### src/rtl/lru_input_capture.sv
// Board-input front end: synchronises and debounces a push button, then snapshots the switch bank once per accepted press.
// Optional auto-repeat while the button is held is enabled by defining CAPTURE_AUTOREPEAT_EN.
module lru_input_capture #(
  parameter int WIDTH           = 12,
  parameter int DEBOUNCE_CYCLES = 16,
  parameter int PULSE_CYCLES    = 2,
  parameter int REPEAT_CYCLES   = 64
) (
  input  logic             clk,
  input  logic             rst,
  input  logic             btn_in,
  input  logic [WIDTH-1:0] sw_in,
  output logic             valid_data,
  output logic [WIDTH-1:0] data,
  output logic             busy
);

  localparam int CNT_MAX_A = (DEBOUNCE_CYCLES > PULSE_CYCLES) ? DEBOUNCE_CYCLES : PULSE_CYCLES;
  localparam int CNT_MAX   = (CNT_MAX_A > REPEAT_CYCLES) ? CNT_MAX_A : REPEAT_CYCLES;
  localparam int CNT_W     = (CNT_MAX > 1) ? $clog2(CNT_MAX) : 1;

  localparam logic [CNT_W-1:0] DB_LAST    = CNT_W'(DEBOUNCE_CYCLES - 1);
  localparam logic [CNT_W-1:0] PULSE_LAST = CNT_W'(PULSE_CYCLES - 1);
  localparam logic [CNT_W-1:0] CNT_ONE    = CNT_W'(1);
`ifdef CAPTURE_AUTOREPEAT_EN
  localparam logic [CNT_W-1:0] RPT_LAST   = CNT_W'(REPEAT_CYCLES - 1);
`endif

  typedef enum logic [2:0] {
    IDLE,
    PRESS_DB,
    EMIT,
    HOLD,
    RELEASE_DB
  } state_t;

  state_t           state_q, state_d;
  logic [CNT_W-1:0] cnt_q, cnt_d;
  logic             btn_m_q, btn_m_d;
  logic             btn_s_q, btn_s_d;
  logic [WIDTH-1:0] sw_m_q, sw_m_d;
  logic [WIDTH-1:0] sw_s_q, sw_s_d;
  logic [WIDTH-1:0] data_q, data_d;
  logic             valid_q, valid_d;
  logic             busy_q, busy_d;

  // Two-flop synchronisers for the asynchronous button and switches
  always_comb begin
    btn_m_d = btn_in;
    btn_s_d = btn_m_q;
    sw_m_d  = sw_in;
    sw_s_d  = sw_m_q;
  end

  // Debounce / emit state machine; one shared counter, cleared on every transition
  always_comb begin
    state_d = state_q;
    cnt_d   = cnt_q;
    data_d  = data_q;
    case (state_q)
      IDLE: begin
        if (btn_s_q) begin
          state_d = PRESS_DB;
          cnt_d   = '0;
        end
      end
      PRESS_DB: begin
        if (!btn_s_q) begin
          state_d = IDLE;
          cnt_d   = '0;
        end else if (cnt_q == DB_LAST) begin
          state_d = EMIT;
          cnt_d   = '0;
          data_d  = sw_s_q;
        end else begin
          cnt_d = cnt_q + CNT_ONE;
        end
      end
      EMIT: begin
        if (cnt_q == PULSE_LAST) begin
          state_d = HOLD;
          cnt_d   = '0;
        end else begin
          cnt_d = cnt_q + CNT_ONE;
        end
      end
      HOLD: begin
        if (!btn_s_q) begin
          state_d = RELEASE_DB;
          cnt_d   = '0;
        end
`ifdef CAPTURE_AUTOREPEAT_EN
        else if (cnt_q == RPT_LAST) begin
          state_d = EMIT;
          cnt_d   = '0;
          data_d  = sw_s_q;
        end else begin
          cnt_d = cnt_q + CNT_ONE;
        end
`endif
      end
      RELEASE_DB: begin
        if (btn_s_q) begin
          state_d = HOLD;
          cnt_d   = '0;
        end else if (cnt_q == DB_LAST) begin
          state_d = IDLE;
          cnt_d   = '0;
        end else begin
          cnt_d = cnt_q + CNT_ONE;
        end
      end
      default: begin
        state_d = IDLE;
        cnt_d   = '0;
      end
    endcase
    // Outputs are registered from the next state so they line up with state_q
    valid_d = (state_d == EMIT);
    busy_d  = (state_d != IDLE);
  end

  always_ff @(posedge clk) begin
    if (rst) begin
      state_q <= IDLE;
      cnt_q   <= '0;
      btn_m_q <= 1'b0;
      btn_s_q <= 1'b0;
      sw_m_q  <= '0;
      sw_s_q  <= '0;
      data_q  <= '0;
      valid_q <= 1'b0;
      busy_q  <= 1'b0;
    end else begin
      state_q <= state_d;
      cnt_q   <= cnt_d;
      btn_m_q <= btn_m_d;
      btn_s_q <= btn_s_d;
      sw_m_q  <= sw_m_d;
      sw_s_q  <= sw_s_d;
      data_q  <= data_d;
      valid_q <= valid_d;
      busy_q  <= busy_d;
    end
  end

  assign valid_data = valid_q;
  assign data       = data_q;
  assign busy       = busy_q;

endmodule

### config.mk
export PLATFORM = sky130hd
export DESIGN_NAME = lru_input_capture
export DESIGN_NICKNAME = d
export VERILOG_FILES = /design/src/rtl/lru_input_capture.sv
export SDC_FILE = /design/constraint.sdc
export NUM_CORES = 1
export LEC_CHECK = 0
export CAP_MARGIN = 20
export CORE_UTILIZATION = 24
export CTS_BUF_LIST = sky130_fd_sc_hd__clkbuf_4 sky130_fd_sc_hd__clkbuf_8
export CTS_CLUSTER_SIZE = 20
export DETAILED_ROUTE_END_ITERATION = 16
export MAX_ROUTING_LAYER = met4
export REMOVE_ABC_BUFFERS = 1
export SYNTH_ARGS = -nofsm -noshare
export SYNTH_HDL_FRONTEND = slang
export SYNTH_SLANG_ARGS = --single-unit
### constraint.sdc
create_clock -name clk -period 2.98 [get_ports clk]
set_input_delay 0.596 -clock clk [delete_from_list [all_inputs] [get_ports clk]]
set_output_delay 0.596 -clock clk [all_outputs]
set_load 0.01 [all_outputs]
# Word level (Yosys, flattened, before mapping)
# Cells that the tools add are included.
[totals] mem_bits_ro=0 mem_count=0 wordCells=38 latch_bits=0 ram_bits=0 regBits=49
[classes] div_mod_pow=0 addsub=1 n_reduce_logical=4 shifts=0 mul=0 magnitude_cmp=0 n_eq_ne=9 mux=15 n_bitwise=0
[ops] cell="6-bit 2-to-1 mux" n=6
[ops] cell="6-bit case mux with 5 select lines" n=1
[ops] cell="3-bit 2-to-1 mux" n=7
[ops] cell="3-bit case mux with 5 select lines" n=1
[ops] cell="3-bit by 2-bit == test with 1-bit output, second input constant" n=3
[ops] cell="6-bit by 1-bit adder with 6-bit output, second input constant" n=1
[ops] cell="6-bit by 1-bit == test with 1-bit output, second input constant" n=1
[ops] cell="6-bit by 4-bit == test with 1-bit output, second input constant" n=1
[ops] cell="2-bit inequality test, second input constant" n=2
[ops] cell="3-bit by 1-bit == test with 1-bit output, second input constant" n=1
[ops] cell="3-bit == test, second input constant" n=1
[ops] cell="3-bit logical NOT" n=1
[ops] cell="3-bit AND reduction" n=1
[ops] cell="3-bit nonzero test" n=1
[ops] cell="2-bit AND reduction" n=1

# Longest topological paths before layout
# Gate-level depths: netlist of the first run.
[logic_depth] ltp_word=5 ltp_mapped=8 depth_no_buf=6

# Worst setup path before layout of the first run
# No wires, ideal clock.
[synth_path] kind="reg-to-reg" startpoint="reg cnt_q[0]" endpoint="reg data_q[0] (netlist: data[0])" arrival_ns=1.598 synth_period_minus_slack_ns=1.726 required_time_ns=2.852 setup_slack_ns=1.254 path_stages_with_launch=9 path_cell_list="dfxtp_1 > ha_1 > nand3_2 > nor4_4 > and4b_1 > buf_6 > buf_12 > mux2i_1 > nor2_1"
[synth_between] elab_chain_cells=2
[synth_rtl] element="start, declared" line_no="38" source="logic [CNT_W-1:0] cnt_q, cnt_d;"
[synth_rtl] element="start signal, assigned" line_no="136" source="cnt_q <= cnt_d;"
[synth_rtl] element="6-bit by 4-bit == test with 1-bit output" line_no="71" source="end else if (cnt_q == DB_LAST) begin"
[synth_rtl] element="3-bit AND reduction (no source line)"
[synth_rtl] element="end signal, assigned" line_no="141" source="data_q <= data_d;"
[synth_rtl] element="end, declared" line_no="43" source="logic [WIDTH-1:0] data_q, data_d;"
# Every way passes these cells.
# A chain may end at the register's enable or synchronous reset.

# Worst setup path after layout of the first run
[layout_path] startpoint="reg cnt_q[0]" endpoint="reg data_q[1] (netlist: data[1])"
# The elaborated chain is that of the path after synthesis.

==> results of run 1 <==
==> stage by stage <==
| step | power [µW] | hold slack, ns | instances |
|---|---|---|---|
| 6_report | 1100 | 0.439 | 311 |
| 5_1_grt | 1160 | 0.458 | 311 |
| 4_1_cts | 1120 | 0.443 | 311 |
| 3_5_place_dp | 748 | 0.420 | 303 |
| 3_3_place_gp | 748 | 0.417 | 303 |
| 2_1_floorplan | 715 | 0.414 | 175 |
==> registers in the layout, summed over array words and instances, names as in the netlist <==
signal and flops:
sw_s_q 12, state_q 3, valid_data 1, btn_s_q 1, data 12, sw_m_q 12, busy 1, cnt_q 6
btn_m_q 1
==> worst paths after layout <==
path / start / to / slack (ns)
setup / recovery: cnt_q[0]$_SDFFE_PP0P_ / data[1]$_SDFFE_PP0P_ / 0.75
hold / removal: sw_m_q[8]$_SDFF_PP0_ / sw_s_q[8]$_SDFF_PP0_ / 0.44
setup reg to reg: cnt_q[0]$_SDFFE_PP0P_ / data[1]$_SDFFE_PP0P_ / 0.75
hold reg to reg: sw_m_q[8]$_SDFF_PP0_ / sw_s_q[8]$_SDFF_PP0_ / 0.44
==> final cells by class <==
cell class	instances	area [µm²]	share of cell area, %
inverter	3	11.3	0.487
clock buffer	5	68.8	2.97
multi-input combinational	123	828	35.8
sequential	49	981	42.4
tap	99	124	5.35
clock inverter	3	17.5	0.757
timing repair buffer	29	283	12.2
==> synth_stat cells (2+ instances only) <==
master / number / share of area [%]
ha_1: 2 / 1.3
xnor2_1: 2 / 0.93
or3_1: 3 / 0.99
mux2i_1: 12 / 6.4
buf_2: 3 / 0.79
nand2_1: 5 / 0.99
and3_1: 2 / 0.66
clkbuf_1: 6 / 1.2
a31oi_1: 2 / 0.66
inv_1: 3 / 0.60
nor3_1: 4 / 1.1
nor2b_1: 27 / 8.9
a21oi_1: 11 / 2.9
o21a_1: 3 / 1.2
dfxtp_1: 49 / 52
nand3_1: 2 / 0.53
o31ai_1: 2 / 0.79
nor2_1: 20 / 4.0
nand2b_1: 3 / 0.99
==> layer usage <==
| layer | track usage [%] | part of all wire [%] | vias to the layer above |
|---|---|---|---|
| met2 | 14.0 | 46 | 25 |
| li1 | - | - | 686 |
| met3 | 2.69 | 3.8 | 0 |
| met1 | 10.6 | 50 | 620 |
| met5 | - | 0 | - |
| met4 | 0.806 | 0 | 0 |
==> logic make-up (layout without fill, tap and decap cells) <==
group                    Yosys count  after routing  share of synthesized area [%]
multiplexers                      12             12                           6.36
adder cells (fa/ha/maj)            2              2                           1.32
buffers and inverters             14             40                           4.24
AND/OR/NAND/NOR                   75             75                           23.0
AO/OA/AOI/OAI                     32             32                           12.3
flip-flops                        49             49                           51.9
XOR/XNOR                           2              2                          0.927
==> power groups by stage <==
stage / sequential [µW] / clock (µW) / combinational, µW
6_report: 678 / 367 / 53.9
5_1_grt: 680 / 418 / 60.6
4_1_cts: 678 / 387 / 55.0
3_5_place_dp: 693 / 0 / 54.7
3_3_place_gp: 693 / 0 / 54.8
2_1_floorplan: 691 / 0 / 23.2
==> impl_metrics.yaml, run 1 <==
run_status:
  status: "complete, no violations"
worst_setup_path:
  worstPathRequired_ns: 3.14
  crit_family: "simple AND/OR/NAND/NOR gates"
  arrival_ns: 2.39
  critPathMaxStageDelay_ns: 0.74
  crit_slowest_cell: "and4b_1"
  cp_num_buf_inv: 0
  path_cells: "ha_1 > nand3_2 > nor4_4 > and4b_1 > mux2i_1 > nor2_1"
  worst-setup-path-type: "register to register"
  end_kind: "register"
  critPathMaxFanout: 12
  ff2ff_path_depth: 6
  cp-start-kind: "register"
  crit_cells: 6
timing:
  tns_ns: 0
  worst_pin_slew_ns: 0.747
  hold_violations: 0
  rsz0062_at_grt: "no"
  finalCriticalPeriod_ns: 2.23
  drv_slew: 0
  skew_ns: 0.00621
  fin_crit_sh_pct: 74.8
  setup_viol: 0
  timing.final.ws_setup_ns: 0.750
  max_freq_ghz: 0.448
  maxSlewHeadroom_pct: 50.1
detailed_routing:
  vias_per_cell: 4.28
  first_iter_violations: 114
  antenna_left: 0
  drt_wl_total_um: 3230
  remaining_drc_errors: 0
  routedWlPerCell_um: 10.4
  vias: 1331
  first_pass_iters: 4
floorplanning:
  io_pins: 29
  die_y_um: 90.7
  floorplan.initialDensity_pct: 25.4
  fp.coreArea_mm2: 0.00745
  die_w_um: 90.7
  die_area_mm2: 0.00823
  rows: 31
synth:
  syn_inst: 186
  synth_ff_type: "dfxtp_1"
  synth_edf_count: 0
  yosys_warnings: 0
  async_flop_share_pct: 0
  syn_area_mm2: 0.00189
  ys_seq_area_share_pct: 51.9
  yosysUniqueCellTypes: 44
  ys_ff_latch: 49
  syn_avg_cell_area_um2: 10.2
worst_hold_path:
  hold_path.class: "register to register"
  hold_depth: 1
pwr:
  swShare_pct: 21.2
  pwr-share-clk_pct: 33.4
  p_switching_uw: 233
  peakVddDrop_v: 0.000246
  p_comb_share_pct: 4.9
  p_per_area_mw_per_mm2: 475
  power_leakage_uw: 0.000832
  seqPwrFrac_pct: 61.7
  p_int_uw: 865
layout:
  syn_to_final_growth_pct: 22.5
  layout_common_cells: "49 x dfxtp_1, 27 x nor2b_1, 27 x clkdlybuf4s50_1"
  drive_gt1_share_pct: 8.49
  fin_util_pct: 31.1
  final_common_cell: "dfxtp_1"
  antenna_cells: 0
  finalNetCount: 228
  fin_area_mm2: 0.00231
  fillers: 782
global_routing:
  grt_pass1_wl_um: 5720
  grt-ovfl-total: 0
  grt.total_usage_pct: 8.53
  antenna_found_initial: 0
  grt_max_degree: 40
  grt_pass1_vias: 1292
clocking:
  clockRootBuffer: "clkbuf_8"
  post_cts_buffers: 0
  clock_path_buffers: 2
  clkTransAtPathRegs_ns: 0.09
  ctsHoldBuffers: 0
  tritoncts: "yes"
  clock_sinks: 49
  cts_buffers: 5
  cts_resized: 0
  clk-insertion-delay-late_ns: 0.29
  htreeDepth: 2
placed_design:
  placement.io_buffers: 28
  dp_hpwl_um: 2270
  gp_congestion: 0.909
  dp_slack_ns: 0.754
  placed_area_mm2: 0.00223
run:
  maxCapViolCount: 0
Power figures use the tool's default switching activity.
==> run 2, diff against run 1 <==
Clock period 2.98 ns to 2.2 ns, I/O delays scaled along.
==> run 2 against run 1 <==
  * Global-route usage up 0.81 points
  * Core utilization up 0.84 points
  * Sequential share of layout area down 1.1 points
  * Via count up 0.23%
  * Clock skew up 0.00058 ns
  * Routed wire length up 7.3%
  * Sequential cell count unchanged
  * Combinational power up 39%
  * Non-clock buffer count up 2
  * Register-to-register slack worse by 0.46 ns
  * Cell area up 2.7%
  * Final cell count up 0.64%
==> impl_metrics.yaml, run 2 (same netlist as run 1, synthesis figures left out) <==
timing:
  whs_ns: 0.440
  max_freq_ghz: 0.524
  tns_ns: 0
  drv_slew: 0
  setup_viol: 0
  rsz0062_at_grt: "no"
  worst_pin_slew_ns: 0.546
  maxSlewHeadroom_pct: 63.5
  fin_crit_sh_pct: 86.8
  finalCriticalPeriod_ns: 1.91
  skew_ns: 0.00679
  timing.final.ws_setup_ns: 0.291
  hold_violations: 0
layout:
  final_common_cell: "dfxtp_1"
  syn_to_final_growth_pct: 25.8
  finalNetCount: 230
  antenna_cells: 0
  layout_common_cells: "49 x dfxtp_1, 27 x nor2b_1, 27 x clkdlybuf4s50_1"
  fillers: 783
  drive_gt1_share_pct: 9.35
worst_setup_path:
  worstPathRequired_ns: 2.38
  worst-setup-path-type: "register to register"
  end_kind: "register"
  arrival_ns: 2.09
  crit_slowest_cell: "dfxtp_1"
  critPathMaxStageDelay_ns: 0.40
  path_cells: "ha_1 > nand3_2 > nor4_4 > and4b_1 > buf_4 > mux2i_1 > nor2_1"
  cp-start-kind: "register"
  cp_num_buf_inv: 1
  critPathMaxFanout: 12
  crit_family: "simple AND/OR/NAND/NOR gates"
detailed_routing:
  wl_met3_um: 158
  drt_wl_total_um: 3470
  remaining_drc_errors: 0
  vias_per_cell: 4.26
  vias: 1334
  m1WireLength_um: 1710
  routedWlPerCell_um: 11.1
  first_iter_violations: 100
  antenna_left: 0
  first_pass_iters: 4
  highest_layer: "met4"
  met2_wirelength_um: 1560
global_routing:
  grt-ovfl-total: 0
  grt_pass1_vias: 1312
  grt_pass1_wl_um: 6070
  grt_max_degree: 40
  antenna_found_initial: 0
  grt.total_usage_pct: 9.34
clocking:
  htreeDepth: 2
  post_cts_buffers: 0
  clock_path_buffers: 2
  clock_sinks: 49
  cts_buffers: 5
  ctsHoldBuffers: 0
  tritoncts: "yes"
  clockRootBuffer: "clkbuf_8"
  clk-insertion-delay-late_ns: 0.30
  clkTransAtPathRegs_ns: 0.08
  cts_resized: 0
placed_design:
  gp_congestion: 0.853
  placement.io_buffers: 28
  dp_hpwl_um: 2320
  dp_slack_ns: 0.307
pwr:
  power_uw: 1730
  p_per_area_mw_per_mm2: 728
  peakVddDrop_v: 0.000333
  power_leakage_uw: 0.000867
floorplanning:
  rows: 31
  fp.coreArea_mm2: 0.00745
  die_area_mm2: 0.00823
  io_pins: 29
  die_y_um: 90.7
  floorplan.initialDensity_pct: 25.4
  die_w_um: 90.7
run_status:
  status: "complete, no violations"
worst_hold_path:
  hold_path.class: "register to register"
run:
  maxCapViolCount: 0
-- run 2: area by class of cell --
class | count | area (µm²) | area share (%)
sequential | 49 | 981 | 41.3
multi-input combinational | 123 | 828 | 34.9
timing repair buffer | 31 | 298 | 12.5
tap | 99 | 124 | 5.21
clock buffer | 5 | 68.8 | 2.90
clock inverter | 3 | 65.1 | 2.74
inverter | 3 | 11.3 | 0.474
-- run 2: through the flow --
step,utilization (%),cells,area [µm²]
6_report,31.9,313,2380
5_1_grt,31.9,313,2380
4_1_cts,31.9,313,2380
3_5_place_dp,30.1,305,2240
3_3_place_gp,30.1,305,2240
2_1_floorplan,-,175,1820
-- run 2: path summary, 6_finish.rpt --
path / startpoint / endpoint / slack, ns / cells past startpoint
worst min-delay path: sw_m_q[4]$_SDFF_PP0_ / sw_s_q[4]$_SDFF_PP0_ / 0.44 / 1
worst min register to register: sw_m_q[4]$_SDFF_PP0_ / sw_s_q[4]$_SDFF_PP0_ / 0.44 / 1
worst max register to register: cnt_q[0]$_SDFFE_PP0P_ / data[1]$_SDFFE_PP0P_ / 0.29 / 7
worst max-delay path: cnt_q[0]$_SDFFE_PP0P_ / data[1]$_SDFFE_PP0P_ / 0.29 / 7
-- run 2: layer usage --
layer,global-route usage [%],vias up
met5,-,-
met4,3.23,0
met3,2.95,4
met2,14.4,29
met1,11.4,610
li1,-,691
-- run 2: power breakdown --
group / switching (µW) / total, µW / internal (µW)
clock network: 285 / 736 / 451
logic: 30.5 / 75.1 / 44.5
registers: 9.11 / 918 / 909
